$ cat src/rtl/pool_apb_pkg.sv
// Shared constants and types for the pool configuration APB initiator.
package pool_apb_pkg;

    localparam logic [31:0] OFF_CTRL        = 32'h00;
    localparam logic [31:0] OFF_STATUS      = 32'h04;
    localparam logic [31:0] OFF_CLK_COUNTER = 32'h08;
    localparam logic [31:0] OFF_FLEN        = 32'h0C;
    localparam logic [31:0] OFF_IN_CHANNEL  = 32'h10;

    localparam int FLEN_W  = 6;
    localparam int IN_CH_W = 9;

    typedef enum logic [1:0] {
        ERR_OK      = 2'd0,
        ERR_SLVERR  = 2'd1,
        ERR_TIMEOUT = 2'd2
    } res_err_e;

    typedef enum logic [2:0] {
        S_IDLE,
        S_SETUP,
        S_ACCESS,
        S_GAP,
        S_RESULT
    } state_e;

    typedef enum logic [2:0] {
        STEP_FLEN,
        STEP_IN_CH,
        STEP_START,
        STEP_POLL,
        STEP_COUNT,
        STEP_STOP
    } step_e;

    function automatic logic [31:0] step_offset(input step_e s);
        case (s)
            STEP_FLEN:  return OFF_FLEN;
            STEP_IN_CH: return OFF_IN_CHANNEL;
            STEP_POLL:  return OFF_STATUS;
            STEP_COUNT: return OFF_CLK_COUNTER;
            default:    return OFF_CTRL;
        endcase
    endfunction

    function automatic logic step_is_write(input step_e s);
        return (s != STEP_POLL) && (s != STEP_COUNT);
    endfunction

    function automatic logic [31:0] step_wdata(input step_e s,
                                               input logic [FLEN_W-1:0] flen,
                                               input logic [IN_CH_W-1:0] in_ch);
        case (s)
            STEP_FLEN:  return {26'b0, flen};
            STEP_IN_CH: return {23'b0, in_ch};
            STEP_START: return 32'd1;
            default:    return 32'd0;
        endcase
    endfunction

    function automatic step_e step_next(input step_e s);
        case (s)
            STEP_FLEN:  return STEP_IN_CH;
            STEP_IN_CH: return STEP_START;
            STEP_START: return STEP_POLL;
            STEP_POLL:  return STEP_COUNT;
            default:    return STEP_STOP;
        endcase
    endfunction

endpackage

$ cat src/rtl/pool_cfg_apb_master_apb_xfer.sv
// Single-transfer APB engine: registered SETUP/ACCESS phases, done pulse on the completing ACCESS cycle.
module apb_xfer (
    input  logic        clk,
    input  logic        resetn,
    input  logic        start,
    input  logic [31:0] addr,
    input  logic        write,
    input  logic [31:0] wdata,
    output logic        done,
    output logic [31:0] rdata,
    output logic        slverr,
    output logic [31:0] paddr,
    output logic        psel,
    output logic        penable,
    output logic        pwrite,
    output logic [31:0] pwdata,
    input  logic [31:0] prdata,
    input  logic        pready,
    input  logic        pslverr
);

    logic        psel_q, psel_d;
    logic        penable_q, penable_d;
    logic        pwrite_q, pwrite_d;
    logic [31:0] paddr_q, paddr_d;
    logic [31:0] pwdata_q, pwdata_d;

    assign done   = psel_q & penable_q & pready;
    assign rdata  = prdata;
    assign slverr = done & pslverr;

    // A start on the completing cycle chains straight into the next SETUP.
    always_comb begin
        psel_d    = psel_q;
        penable_d = penable_q;
        pwrite_d  = pwrite_q;
        paddr_d   = paddr_q;
        pwdata_d  = pwdata_q;
        if (start) begin
            psel_d    = 1'b1;
            penable_d = 1'b0;
            paddr_d   = addr;
            pwrite_d  = write;
            pwdata_d  = wdata;
        end else if (psel_q && !penable_q) begin
            penable_d = 1'b1;
        end else if (done) begin
            psel_d    = 1'b0;
            penable_d = 1'b0;
        end
    end

    always_ff @(posedge clk) begin
        if (!resetn) begin
            psel_q    <= 1'b0;
            penable_q <= 1'b0;
            pwrite_q  <= 1'b0;
            paddr_q   <= '0;
            pwdata_q  <= '0;
        end else begin
            psel_q    <= psel_d;
            penable_q <= penable_d;
            pwrite_q  <= pwrite_d;
            paddr_q   <= paddr_d;
            pwdata_q  <= pwdata_d;
        end
    end

    assign psel    = psel_q;
    assign penable = penable_q;
    assign pwrite  = pwrite_q;
    assign paddr   = paddr_q;
    assign pwdata  = pwdata_q;

endmodule

$ cat src/rtl/pool_cfg_apb_master.sv
// Runs one pooling job over APB: program FLEN/IN_CHANNEL, start, poll done, read counter, stop.
//   state    | meaning
//   S_IDLE   | waiting for a command
//   S_SETUP  | APB setup phase of the current step
//   S_ACCESS | APB access phase, waiting for PREADY
//   S_GAP    | idle spacing between STATUS polls
//   S_RESULT | result presented until res_ready
module pool_cfg_apb_master
    import pool_apb_pkg::*;
#(
    parameter logic [31:0] BASE_ADDR = 32'h0000_0000,
    parameter int unsigned POLL_GAP  = 4,
    parameter logic [31:0] POLL_MAX  = 32'd1_000_000
) (
    input  logic        CLK,
    input  logic        RESETN,
    input  logic        cmd_valid,
    output logic        cmd_ready,
    input  logic [5:0]  cmd_flen,
    input  logic [8:0]  cmd_in_channel,
    output logic        res_valid,
    input  logic        res_ready,
    output logic [31:0] res_cycles,
    output logic [1:0]  res_err,
    output logic [31:0] PADDR,
    output logic        PSEL,
    output logic        PENABLE,
    output logic        PWRITE,
    output logic [31:0] PWDATA,
    input  logic [31:0] PRDATA,
    input  logic        PREADY,
    input  logic        PSLVERR
);

    localparam logic [31:0] GAP_LOAD = 32'(POLL_GAP);

    state_e               state_q, state_d;
    step_e                step_q, step_d;
    logic [FLEN_W-1:0]    flen_q, flen_d;
    logic [IN_CH_W-1:0]   in_ch_q, in_ch_d;
    logic [31:0]          poll_cnt_q, poll_cnt_d, poll_inc;
    logic [31:0]          gap_cnt_q, gap_cnt_d;
    logic [31:0]          res_cycles_q, res_cycles_d;
    res_err_e             res_err_q, res_err_d;

    logic        xfer_start, xfer_done, xfer_slverr;
    logic [31:0] xfer_rdata;

    always_comb begin
        state_d      = state_q;
        step_d       = step_q;
        flen_d       = flen_q;
        in_ch_d      = in_ch_q;
        poll_cnt_d   = poll_cnt_q;
        gap_cnt_d    = gap_cnt_q;
        res_cycles_d = res_cycles_q;
        res_err_d    = res_err_q;
        xfer_start   = 1'b0;
        poll_inc     = (poll_cnt_q == 32'hFFFF_FFFF) ? poll_cnt_q : poll_cnt_q + 32'd1;
        unique case (state_q)
            S_IDLE: begin
                if (cmd_valid) begin
                    flen_d       = cmd_flen;
                    in_ch_d      = cmd_in_channel;
                    step_d       = STEP_FLEN;
                    poll_cnt_d   = '0;
                    res_cycles_d = '0;
                    res_err_d    = ERR_OK;
                    xfer_start   = 1'b1;
                    state_d      = S_SETUP;
                end
            end
            S_SETUP: state_d = S_ACCESS;
            S_ACCESS: begin
                if (xfer_done) begin
                    if (xfer_slverr) begin
                        res_err_d    = ERR_SLVERR;
                        res_cycles_d = '0;
                        state_d      = S_RESULT;
                    end else if (step_q == STEP_POLL && !xfer_rdata[0]) begin
                        poll_cnt_d = poll_inc;
                        if (poll_inc >= POLL_MAX) begin
                            res_err_d = ERR_TIMEOUT;
                            state_d   = S_RESULT;
                        end else if (POLL_GAP == 0) begin
                            xfer_start = 1'b1;
                            state_d    = S_SETUP;
                        end else begin
                            gap_cnt_d = GAP_LOAD;
                            state_d   = S_GAP;
                        end
                    end else if (step_q == STEP_STOP) begin
                        state_d = S_RESULT;
                    end else begin
                        if (step_q == STEP_COUNT) res_cycles_d = xfer_rdata;
                        step_d     = step_next(step_q);
                        xfer_start = 1'b1;
                        state_d    = S_SETUP;
                    end
                end
            end
            S_GAP: begin
                if (gap_cnt_q <= 32'd1) begin
                    xfer_start = 1'b1;
                    state_d    = S_SETUP;
                end else begin
                    gap_cnt_d = gap_cnt_q - 32'd1;
                end
            end
            S_RESULT: if (res_ready) state_d = S_IDLE;
            default:  state_d = S_IDLE;
        endcase
    end

    always_ff @(posedge CLK) begin
        if (!RESETN) begin
            state_q      <= S_IDLE;
            step_q       <= STEP_FLEN;
            flen_q       <= '0;
            in_ch_q      <= '0;
            poll_cnt_q   <= '0;
            gap_cnt_q    <= '0;
            res_cycles_q <= '0;
            res_err_q    <= ERR_OK;
        end else begin
            state_q      <= state_d;
            step_q       <= step_d;
            flen_q       <= flen_d;
            in_ch_q      <= in_ch_d;
            poll_cnt_q   <= poll_cnt_d;
            gap_cnt_q    <= gap_cnt_d;
            res_cycles_q <= res_cycles_d;
            res_err_q    <= res_err_d;
        end
    end

    assign cmd_ready  = (state_q == S_IDLE);
    assign res_valid  = (state_q == S_RESULT);
    assign res_cycles = res_cycles_q;
    assign res_err    = res_err_q;

    apb_xfer u_xfer (
        .clk     (CLK),
        .resetn  (RESETN),
        .start   (xfer_start),
        .addr    (BASE_ADDR + step_offset(step_d)),
        .write   (step_is_write(step_d)),
        .wdata   (step_wdata(step_d, flen_d, in_ch_d)),
        .done    (xfer_done),
        .rdata   (xfer_rdata),
        .slverr  (xfer_slverr),
        .paddr   (PADDR),
        .psel    (PSEL),
        .penable (PENABLE),
        .pwrite  (PWRITE),
        .pwdata  (PWDATA),
        .prdata  (PRDATA),
        .pready  (PREADY),
        .pslverr (PSLVERR)
    );

endmodule

$ cat config.mk
export PLATFORM = sky130hd
export DESIGN_NAME = pool_cfg_apb_master
export DESIGN_NICKNAME = d
export VERILOG_FILES = /design/src/rtl/pool_apb_pkg.sv /design/src/rtl/pool_cfg_apb_master_apb_xfer.sv /design/src/rtl/pool_cfg_apb_master.sv
export SDC_FILE = /design/constraint.sdc
export NUM_CORES = 1
export LEC_CHECK = 0
export ABC_CLOCK_PERIOD_IN_PS = 6100
export CORE_MARGIN = 3
export CORE_UTILIZATION = 45
export CTS_BUF_LIST = sky130_fd_sc_hd__clkbuf_8
export CTS_CLUSTER_DIAMETER = 200
export DETAILED_ROUTE_END_ITERATION = 10
export DONT_BUFFER_PORTS = 1
export SETUP_SLACK_MARGIN = 0.5
export SKIP_LAST_GASP = 1
export SYNTH_ARGS = -nofsm -noshare
export SYNTH_HDL_FRONTEND = slang
export SYNTH_SLANG_ARGS = --single-unit
$ cat constraint.sdc
create_clock -name CLK -period 6.1 [get_ports CLK]
set_input_delay 1.22 -clock CLK [delete_from_list [all_inputs] [get_ports CLK]]
set_output_delay 1.22 -clock CLK [all_outputs]
set_load 0.1 [all_outputs]
==> metrics.csv, run 1 <==
metric,value,unit
ys_seq_area_share,34.0,%
final_nets,972,
worst_setup_path_end_kind,flip-flop,
io_pins,156,
crit_path_max_fanout,74,
p_leak,2.91,nW
finalWorstSetupSlack,1.64,ns
async_flop_share,0,%
cts.repair.resized,0,
place_inst,1117,
synth.area.top_cells,"dfxtp_1 34%, buf_4 5.2%, mux2i_1 4.3%",
grt_pass1_wl,30900,µm
drc,0,
initial_core_util,46.7,%
hold_buffers,0,
cp.required,6.47,ns
rr_worst_depth,11,
clkTransAtPathRegs,0.08,ns
tightest_slew,1.13,ns
grt_pass1_vias,5995,
cts_max_level,4,
power_density,524,nW/µm²
ir_drop,0.365,mV
setup_viol,0,
area_delta_synth_final,3.20,%
grt_max_degree,159,
cp.depth,11,
arrival,4.83,ns
whs_endpoint,in_ch_q[3],
whs_path_depth,2,
antennaDiodeCount,0,
dp_slack,1.72,ns
die-width,138,µm
rsz0062_at_grt,no,
r2r-start,poll_cnt_q[1],
drive_gt1_share,7.44,%
fmax,224,MHz
wl,18700,µm
ant_nets,0,
crit_family,simple AND/OR/NAND/NOR gates,
layoutNonFillerInstCount,1147,
hpwl,12400,µm
path_cells,ha_1 -> nand3_1 -> nor4_2 -> a2111oi_0 -> xnor2_1 -> a2111oi_0 -> a211oi_2 -> nand4_1 -> buf_4 -> nand2_1 -> a211oi_1,
finalCritPeriodShare,73.1,%
overflow,0,
die_area,19100,µm²
fp.coreArea,16900,µm²
viasPerCell,5.77,
critPathLaunch,poll_cnt_q[1],
hp-start,in_ch_q[3],
dr.pass1.iters,5,
slew_violations,0,
synth_top_area_share,34.0,%
drt-wirelength-per-cell,16.3,µm
skew,0.0135,ns
cts_tree,built,
rr_endpoint,gap_cnt_q[1],
cp_slowest_cell,nor4_2,
synth.largest_area_cell,dfxtp_1,
row_count,47,
dieHeight,138,µm
hold_path_class,reg2reg,
regToRegSetupSlack,1.64,ns
utilization,48.2,%
cts_buffers,17,
gp_congestion,0.867,
synth_cells,958,
clock_latency,0.45,ns
grt.total_usage,19.1,%
critical_path.startpoint_type,flip-flop,
cts_num_sinks,134,
netlist_area,7890,µm²
crit_top_cell,a2111oi_0,
synth_edf_count,0,
status,"complete, no violations",
setup_tns,0,ns
synth_cell_types,69,
io_buffer_count,0,
yosys_warnings,0,
slew_headroom,24.8,%
cts_root_buffer,clkbuf_8,
period_needed,4.46,ns
cts_buffer_depth,2,
maxCapViolations,0,
synth_flop_cell,dfxtp_1,
antenna_found_initial,0,
synth_area_per_cell,8.23,µm²
hold_violations,0,
vias,6618,
critical_path_class,reg2reg,
cp_num_buf_inv,1,
max_stage_delay,0.92,ns
drtIter0Drc,579,
postCtsSetupBuffers,0,
synth-seq-cells,134,
[flip-flops by register name, indices dropped and copies added, names as in the netlist]
name and count:
u_xfer.pwrite 1, in_ch_q 9, res_cycles 32, res_err 2, u_xfer.penable 1, u_xfer.psel 1, flen_q 6, step_q 3
poll_cnt_q 32, gap_cnt_q 32, state_q 3, u_xfer.pwdata 9, u_xfer.paddr 3
[Yosys cell counts (all sizes together), types with 25 or more instances]
cell,instances
o21ai,55
buf,76
a22oi,34
nand3,62
nor3,25
mux2i,34
and2,25
clkbuf,47
a21oi,48
nor2,52
nand2,68
dfxtp,134
nor2b,50
nand3b,33
[worst min-delay path, delay by kind of cell (launching register included)]
kind / cells / cell delay [ns]
compound gates: 1 / 0.06
flops: 1 / 0.31
simple gates: 1 / 0.05
[layout by cell type, fill, tap and decap left out, types with 9 or more instances in the layout]
master / count
dfxtp_1: 134
nand2_1: 68
nand3_1: 62
o21ai_0: 53
nor2_1: 52
conb_1: 52
nor2b_1: 50
a21oi_1: 47
a22oi_1: 34
mux2i_1: 34
nand3b_1: 33
and2_1: 25
nor3_1: 24
a21boi_0: 20
clkbuf_8: 18
nand4_1: 17
a31oi_1: 15
inv_1: 13
nor4_1: 12
and3_1: 10
a2111oi_0: 9
xnor2_1: 9
buf_4: 9
[metrics by stage]
step | total power [W] | cell area (µm²) | hold WS, ns
after floorplan | 0.00316 | 8080 | 0.443
after global placement | 0.00360 | 7800 | 0.453
after detailed placement | 0.00360 | 7800 | 0.458
after CTS | 0.00429 | 8140 | 0.469
after global routing | 0.00461 | 8140 | 0.495
final | 0.00427 | 8140 | 0.467
[worst max path at each step]
stage | endpoint | slack, ns
after global routing | gap_cnt_q[1] | 1.00
final | gap_cnt_q[1] | 1.64
after floorplan | u_xfer.pwdata[1] | 1.79
after CTS | gap_cnt_q[1] | 1.69
after detailed placement | gap_cnt_q[1] | 1.72
after global placement | gap_cnt_q[1] | 1.78
[power breakdown]
| part | total (W) | internal, W | switching [W] |
|---|---|---|---|
| Sequential | 0.00135 | 0.00102 | 0.000332 |
| Combinational | 0.00225 | 0.000830 | 0.00142 |
| Clock | 0.000667 | 0.000320 | 0.000346 |
[per-layer routing]
layer / vias to the layer above / track usage, % / share of wire (%)
li1: 3311 / - / -
met1: 3081 / 26.0 / 47
met2: 205 / 28.9 / 44
met3: 21 / 6.39 / 7.7
met4: 0 / 5.30 / 1.4
met5: - / 0 / 0
[cell families after synthesis]
kind of cell,synth area share [%]
AO/OA/AOI/OAI,20.4
XOR/XNOR,1.67
adder cells (fa/ha/maj),0.476
buffers and inverters,9.42
flip-flops,34.0
multiplexers,5.17
other,0.0476
AND/OR/NAND/NOR,28.8
[layout make-up]
type,instances,area (µm²)
clock buffer,18,248
clock inverter,12,91.3
fill,1677,8740
inverter,11,41.3
multi-input combinational,741,4680
sequential,134,2680
tap,220,275
timing repair buffer,11,123
Note: power is estimated with default switching activity, not from simulation.
==> inputs of run 2 (changes only) <==
Settings changed: ABC_CLOCK_PERIOD_IN_PS 6100 to 3880.
Clock period 6.1 ns to 3.88 ns, I/O delays scaled along.
==> metrics.csv, run 2 (synthesis results as in run 1) <==
metric,value,unit,change
final-seq-area,2740,µm²,+2.3%
p_leak,3.32,nW,+14%
slew_headroom,22.9,%,-1.9 points
final_nets,1035,,+6.5%
status,"complete, no violations",,
critical_path_class,reg2reg,,
regToRegSetupSlack,0.61,ns,-1.03 ns
skew,0.0127,ns,-0.000767 ns
final_cell_mix,"109 x dfxtp_1, 68 x nand2_1, 66 x buf_4, 61 x nand3_1, 53 x o21ai_0",,
cts_buffer_depth,2,,unchanged
multiInputGateArea,4880,µm²,+4.3%
row_count,47,,unchanged
io_buffer_count,0,,unchanged
cts_max_level,4,,unchanged
wl,19900,µm,+6.2%
vias,6932,,+4.7%
cts_tree,built,,
arrival,3.64,ns,-1.19 ns
die_area,19100,µm²,unchanged
whs_endpoint,poll_cnt_q[20],,
hold_violations,0,,unchanged
viasPerCell,5.72,,-0.79%
final_common_cell,dfxtp_1,,
whs_path_depth,2,,unchanged
r2r-start,poll_cnt_q[5],,
antenna_found_initial,0,,unchanged
finalCritPeriodShare,84.4,%,+11 points
cts_num_sinks,134,,unchanged
grt.total_usage,19.5,%,+0.43 points
die-width,138,µm,unchanged
initial_core_util,46.7,%,unchanged
dp_slack,0.131,ns,-1.59 ns
drc,0,,unchanged
antennaDiodeCount,0,,unchanged
dieHeight,138,µm,unchanged
grt_pass1_vias,6207,,+3.5%
overflow,0,,unchanged
nFillCells,1569,,-6.4%
fp.coreArea,16900,µm²,unchanged
critical_path.startpoint_type,flip-flop,,
hold_buffers,0,,unchanged
hpwl,12800,µm,+3.1%
worst_setup_path_end_kind,flip-flop,,
crit_path_max_fanout,11,,-85%
setup_viol,0,,unchanged
rr_endpoint,gap_cnt_q[21],,
area_delta_synth_final,14.1,%,
cp.required,4.25,ns,-2.22 ns
setup_tns,0,ns,unchanged
drtIter0Drc,650,,+12%
cts_root_buffer,clkbuf_8,,
io_pins,156,,unchanged
clkTransAtPathRegs,0.08,ns,about the same
slew_violations,0,,unchanged
hold_path_class,in2reg,,
dr.pass1.iters,5,,unchanged
rr_worst_depth,12,,+1
gp_congestion,0.840,,-3.1%
tightest_slew,1.16,ns,+0.0295 ns
clock_latency,0.44,ns,about the same
hp-start,RESETN,,
grt_max_degree,159,,unchanged
grt_pass1_wl,31700,µm,+2.6%
power_density,841,nW/µm²,+60%
finalWorstSetupSlack,0.607,ns,-1.03 ns
ant_nets,0,,unchanged
ir_drop,0.805,mV,+120%
maxCapViolations,0,,unchanged
drive_gt1_share,18.8,%,+11 points
rsz0062_at_grt,yes,,
period_needed,3.27,ns,-1.19 ns
drt-wirelength-per-cell,16.4,µm,+0.61%
fmax,306,MHz,+36%
cts_buffers,17,,unchanged
## run 2: cell count changes in the layout (fill, tap and decap cells not counted), sizes merged
cell	change
clkbuf	+2
inv	-1
clkinvlp	+3
clkinv	-4
bufinv	+1
bufbuf	+2
buf	+61
## run 2: worst max-delay path, cell delays in order (launching register included)
cell and delay (ns):
dfxtp_1 0.39, and4_4 0.25, buf_4 0.15, nand4_4 0.18
nor4_4 0.36, mux2i_1 0.12, or4_4 0.55, a211oi_2 0.24
nand4_1 0.13, buf_6 0.16, buf_12 0.15, a2111oi_4 0.30
mux2i_1 0.22
## run 2: per-layer routing
metal / GRT usage [%] / vias up / wire (µm)
met4: 6.08 / 0 / 345
met5: 0 / - / 0
met1: 26.7 / 3216 / 9170
met2: 30.0 / 239 / 8920
met3: 5.35 / 33 / 1460
li1: - / 3444 / -
## run 2: power breakdown
part           leakage, nW  switching [W]  internal [W]  total (W)
Combinational         2.03        0.00267       0.00158    0.00425
Clock                0.189       0.000576      0.000619    0.00119
Sequential            1.10       0.000504       0.00161    0.00212
Total                 3.32        0.00375       0.00381    0.00756
## run 2: cell type report
cell class                      instances  share of cell area [%]
Clock inverter                         11                    1.39
Timing Repair Buffer                   74                    7.28
Sequential cell                       134                    30.5
Multi-Input combinational cell        741                    54.2
Clock buffer                           20                    3.06
Tap cell                              220                    3.06
Inverter                               11                   0.459
## run 2: worst max path at each step
| stage | start | end | cells after the start |
|---|---|---|---|
| 2_1_floorplan | state_q[1] | u_xfer.pwdata[1] | 9 |
| 3_3_place_gp | poll_cnt_q[0] | gap_cnt_q[24] | 12 |
| 3_5_place_dp | poll_cnt_q[0] | gap_cnt_q[30] | 12 |
| 4_1_cts | poll_cnt_q[14] | gap_cnt_q[8] | 12 |
| 5_1_grt | poll_cnt_q[18] | gap_cnt_q[21] | 14 |
| 6_report | poll_cnt_q[5] | gap_cnt_q[21] | 12 |
## run 2: repair_timing
| action | CTS | global route |
|---|---|---|
| gates resized for setup | 14 | 68 |
| pin swaps | 5 | 17 |
| cloned | 2 | 0 |
| hold endpoints to repair | 0 | 0 |
| endpoints found under the setup margin | 33 | 37 |
| buffers inserted | 8 | 20 |
## run 2: metrics by stage
step	power (W)	area [µm²]	instances	util (%)	hold slack, ns
after floorplan	0.00497	8090	1009	-	0.443
after global placement	0.00623	8050	1150	47.7	0.455
after detailed placement	0.00609	8050	1150	47.7	0.463
after CTS	0.00731	8610	1191	51.0	0.427
after global routing	0.00823	8990	1211	53.3	0.433
final	0.00756	8990	1211	53.3	0.465
